`config.mk`:
```
export PLATFORM = sky130hd
export DESIGN_NAME = booth_mul_seq
export DESIGN_NICKNAME = d
export VERILOG_FILES = /design/src/rtl/booth_mul_seq.sv
export SDC_FILE = /design/constraint.sdc
export NUM_CORES = 1
export LEC_CHECK = 0
export CORE_MARGIN = 3
export CORE_UTILIZATION = 49
export CTS_BUF_LIST = sky130_fd_sc_hd__clkbuf_4 sky130_fd_sc_hd__clkbuf_8 sky130_fd_sc_hd__clkbuf_16
export DETAILED_ROUTE_END_ITERATION = 12
export HOLD_SLACK_MARGIN = 0.08
export PLACE_DENSITY_LB_ADDON = 0.25
export SLEW_MARGIN = 30
export SYNTH_ARGS = -nofsm -noshare
export SYNTH_HDL_FRONTEND = slang
export SYNTH_SLANG_ARGS = --single-unit
```
`constraint.sdc`:
```
create_clock -name clk -period 2.1 [get_ports clk]
set_input_delay 0.21 -clock clk [delete_from_list [all_inputs] [get_ports clk]]
set_output_delay 0.21 -clock clk [all_outputs]
set_load 0.1 [all_outputs]
```
`src/rtl/booth_mul_seq.sv`:
```
// booth_mul_seq: sequential radix-2 Booth multiplier that steers an external 6-bit add/sub unit.
// One Booth step per cycle; the add/sub overflow flag recovers the true sign for the shift-in bit.
module booth_mul_seq #(
    parameter int WIDTH = 6
) (
    input  logic                 clk,
    input  logic                 rst,
    input  logic                 in_valid,
    output logic                 in_ready,
    input  logic [WIDTH-1:0]     mcand,
    input  logic [WIDTH-1:0]     mplier,
    output logic                 out_valid,
    input  logic                 out_ready,
    output logic [2*WIDTH-1:0]   product,
    output logic [WIDTH-1:0]     au_x,
    output logic [WIDTH-1:0]     au_y,
    output logic                 au_sel,
    input  logic [WIDTH-1:0]     au_sum,
    input  logic                 au_ovf,
    input  logic                 au_cout
);
    typedef enum logic [1:0] {IDLE, RUN, DONE} state_t;
    state_t               state_q, state_d;
    logic [WIDTH-1:0]     a_q, a_d, q_q, q_d, m_q, m_d, a_step;
    logic                 qm1_q, qm1_d, use_au, s;
    logic [2:0]           cnt_q, cnt_d;
    logic [2*WIDTH-1:0]   product_q, product_d;
    logic                 unused_cout;
    assign unused_cout = au_cout;
    assign in_ready  = state_q == IDLE;
    assign out_valid = state_q == DONE;
    assign au_x      = a_q;
    assign au_y      = m_q;
    assign product   = product_q;
    // au_sel depends only on registered state, so no loop through the external adder
    assign use_au    = (state_q == RUN) && (q_q[0] ^ qm1_q);
    assign au_sel    = (state_q == RUN) && q_q[0] && !qm1_q;
    assign a_step    = use_au ? au_sum : a_q;
    assign s         = use_au ? au_sum[WIDTH-1] ^ au_ovf : a_q[WIDTH-1];
    always_comb begin
        state_d   = state_q;
        a_d       = a_q;
        q_d       = q_q;
        qm1_d     = qm1_q;
        m_d       = m_q;
        cnt_d     = cnt_q;
        product_d = product_q;
        case (state_q)
            IDLE: if (in_valid) begin
                a_d     = '0;
                q_d     = mplier;
                qm1_d   = 1'b0;
                m_d     = mcand;
                cnt_d   = '0;
                state_d = RUN;
            end
            RUN: begin
                {a_d, q_d, qm1_d} = {s, a_step, q_q};
                cnt_d = cnt_q + 3'd1;
                if (cnt_q == 3'(WIDTH - 1)) begin
                    product_d = {s, a_step, q_q[WIDTH-1:1]};
                    state_d   = DONE;
                end
            end
            DONE: state_d = out_ready ? IDLE : DONE;
            default: state_d = IDLE;
        endcase
    end
    always_ff @(posedge clk or posedge rst) begin
        if (rst) begin
            state_q   <= IDLE;
            a_q       <= '0;
            q_q       <= '0;
            qm1_q     <= 1'b0;
            m_q       <= '0;
            cnt_q     <= '0;
            product_q <= '0;
        end else begin
            state_q   <= state_d;
            a_q       <= a_d;
            q_q       <= q_d;
            qm1_q     <= qm1_d;
            m_q       <= m_d;
            cnt_q     <= cnt_d;
            product_q <= product_d;
        end
    end
endmodule

```
## Word-level counts from Yosys, hierarchy flattened

Cells that the tools add are included.
Widths: inputs -> output; s select.

- Input bits: 24
- Output and inout bits: 27
- Word-level logic and storage cells: 39
- Bits in registers: 36

- Bitwise gates (word level): 2
- Mux-type cells: 14
- Equal/unequal tests: 5
- Reductions and logical operators: 10
- Add/subtract/negate cells: 1

Operator list:

| operator | number |
|---|---|
| $pmux 6 s2 | 2 |
| $mux 6 | 3 |
| $reduce_and 2->1 | 4 |
| $mux 2 | 3 |
| $pmux 2 s3 | 1 |
| $pmux 3 s2 | 1 |
| $add 3x1->3 const B | 1 |
| $eq 3x3->1 const B | 1 |
| $logic_and 1x1->1 | 3 |
| $mux 3 | 1 |
| $eq 2x1->1 const B | 1 |
| $eq 2x2->1 const B | 1 |
| $logic_not 2->1 | 1 |
| $mux 1 | 2 |
| $ne 2x1->1 const B | 1 |
| $ne 2x2->1 const B | 1 |
| $pmux 1 s2 | 1 |
| $reduce_bool 2->1 | 1 |
| $xor 1x1->1 | 2 |
| $logic_not 1->1 | 1 |

## Depth between registers and ports, before layout

- Word-level depth: 4
- Mapped depth: 6
- Depth with buffers taken out: 5

## Worst setup path after synthesis

No wires, ideal clock.

- Path kind: register to output
- Start: reg state_q[1]
- End: out au_sel
- Path slack: -1,196 ps
- Cell stages (with the launch flop): 5
- Data arrival time: 3,086 ps
- Required time: 1,890 ps
- Cell sequence: dfrtp_1 > nand2b_1 > buf_2 > buf_2 > nor3b_1

- Longest elaborated chain between the ends: 3

Ends and longest elaborated chain:

| item | RTL line | text |
|---|---|---|
| start: declaration | 23 | `state_t state_q, state_d;` |
| start signal: assignment | 79 | `state_q <= state_d;` |
| $eq 2x1->1 | 37 | `assign au_sel = (state_q == RUN) && q_q[0] && !qm1_q;` |
| $logic_and 1x1->1 (2 in series) | 37 |  |
| end: declaration | 17 | `output logic au_sel,` |

Every way passes these cells.

## Worst setup path after layout

Same ends and word-level chain as after synthesis.

==> flow_summary_export.csv <==
group,metric,value,unit
finish,area_delta_synth_final,33.7,%
drt,drt-initial-drc-count,43,
placement,dp_hpwl,2.72,mm
synth,mappedNetlistArea,1650,um2
global_routing,grt_pass1_vias,1309,
drt,drc,0,
die,fp.dieArea,4090,um2
clock_tree,cts_tree,"done",
sta,tns,0,ns
clock_tree,clk_latency,0.34,ns
critical_path,worst_ep_required_time,1.89,ns
drt,vias,1280,
synth,synth_edf_count,0,
synth,synth_top_cell_area_share,0.547,
sta,worst_pin_slew,0.503,ns
clock_tree,numClockSinks,36,
clock_tree,cts_buffers,5,
finish,insertedDiodeCount,0,
synth,syn_inst,143,
critical_path,critPathKind,"flip-flop to output pin",
synth,ys_seq_elements,36,
die,initial_utilization,0.526,
global_routing,grt_pass1_wl,6.23,mm
synth,synthTopCellsByArea,"dfrtp_1 (55%), mux2_2 (6.8%), o21ai_0 (4.9%), mux2i_1 (4.3%), nand2_1 (4.1%)",
critical_path,cp-end-kind,"output pin",
critical_path,critical_path_arrival,1.62,ns
global_routing,track_usage,0.201,
outcome,run_status,"finished, final reports clean",
synth,ys_warn_count,0,
sta,min_period,1.83,ns
global_routing,grt_max_degree,27,
die,die_h,64.0,um
clock_tree,cts_resized,0,
synth,synthArstFlopShare,1.00,
synth,synth_cell_types,30,
clock_tree,clock_path_buffers,2,
critical_path,start_kind,"flip-flop",
drt,totalWireLength,3.56,mm
synth,yosys.area.top_type,"dfrtp_1",
clock_tree,holdBufCountCts,0,
sta,finalClockSkew,0.00991,ns
clock_tree,root_buffer,"clkbuf_4",
die,rows,20,
die,io-pin-count,51,
global_routing,antenna_found_initial,0,
placement,port_buffers,49,
synth,ys_seq_area_frac,0.547,
global_routing,overflow,0,
sta,rsz0062_at_grt,"no",
synth,post-synth-top-count-cell,"dfrtp_1",
drt,ant_nets,0,
die,coreArea,3130,um2
drt,drt_first_pass_iters,4,
clock_tree,clk_pin_slew_worst_paths,0.10,ns
finish,drive_above_1_share,0.279,
job,cap_violations,0,
sta,hold_violations,0,
synth,ys_top_cells_by_count,"dfrtp_1 (36), nand2_1 (18), o21ai_0 (16), mux2_2 (10), mux2i_1 (7)",
finish,fin_nets,223,
drt,wl_per_cell,14.8,um
critical_path,cp_max_fo,14,
sta,max_clock_freq,0.548,GHz
min_path,min_path_type,"input pin to async pin",
sta,fin_crit_sh,0.869,
synth,synth_nets,169,
synth,synth-main-ff-cell,"dfrtp_1",
synth,synth_area_per_cell,11.5,um2
clock_tree,post_cts_buffers,0,
sta,slew_headroom,0.664,
placement,gp_congestion,0.737,
drt,viasPerCell,5.31,
clock_tree,htreeDepth,2,
die,fp.dieW,64.0,um
sta,hold_slack,0.166,ns
sta,finalSetupViolations,0,
finish,finish.utilization,0.704,
sta,drv_slew,0,
## metal layers
metal,vias to the layer above,routed length (um),global-route usage
met4,0,48,0.0809
met5,-,0,0
met1,627,1450,0.231
met3,7,218,0.0527
li1,607,-,-
met2,39,1840,0.352
## metrics by stage
stage                     cells  setup slack, ns  area (um2)
after global placement      234            0.345        2150
final                       241            0.274        2200
after global routing        241            0.157        2200
after detailed placement    234            0.307        2150
after floorplan             143           0.0189        1660
after CTS                   241            0.266        2200
## worst paths after layout
kind / from / to / slack [ns] / cells past startpoint
worst max register to register: state_q[1] / au_y[4] / 0.44 / 3
worst max-delay path: state_q[1] / au_sel / 0.27 / 3
worst min register to register: product[10] / product[10] / 0.49 / 2
worst min-delay path: rst / au_y[3] / 0.17 / 3
min in group clk: out_ready / state_q[1] / 0.43 / 2
max in group asynchronous: rst / state_q[1] / 1.59 / 3
## area by class of cell
cell class	instances	area, um2
Timing Repair Buffer	55	493
Clock inverter	1	5.00
Sequential cell	36	901
Inverter	3	11.3
Fill cell	223	926
Multi-Input combinational cell	96	692
Clock buffer	6	45.0
Tap cell	44	55.1
## cells by family (layout without fill, tap and decap cells)
group	count (synthesis)	in the layout	synth area share
mux	19	19	0.129
flops	36	36	0.547
buf+inv	11	65	0.0395
fa+ha+maj	2	2	0.0152
simple gates	37	37	0.119
xor+xnor	2	2	0.0220
compound gates	36	36	0.128
## sequential cells by signal, summed over array words and instances, names as in the netlist
register,cells
au_x,6
au_y,6
cnt_q,3
product,12
q_q,6
qm1_q,1
state_q,2
## worst max-delay path, stage by stage, from the launching register on
cell	delay [ns]
dfrtp_1	0.55
nand2b_1	0.27
nor3b_4	0.25
buf_12	0.20
## cells in the final DEF (no fill, tap or decap), types with 2 or more instances in the layout
| cell | n |
|---|---|
| dfrtp_1 | 36 |
| nand2_1 | 18 |
| mux2_4 | 2 |
| clkdlybuf4s50_1 | 22 |
| inv_1 | 3 |
| mux2_2 | 10 |
| clkbuf_4 | 6 |
| o21ai_0 | 16 |
| and2b_1 | 6 |
| buf_12 | 2 |
| nand2b_1 | 2 |
| buf_4 | 31 |
| a21oi_1 | 6 |
| nor2_1 | 3 |
| o22ai_1 | 6 |
| nand3_1 | 2 |
| a22oi_1 | 5 |
| ha_1 | 2 |
| mux2i_1 | 7 |
Power is not shown: default switching activity piles up to over one toggle a cycle in this logic, so the estimate is an artifact.
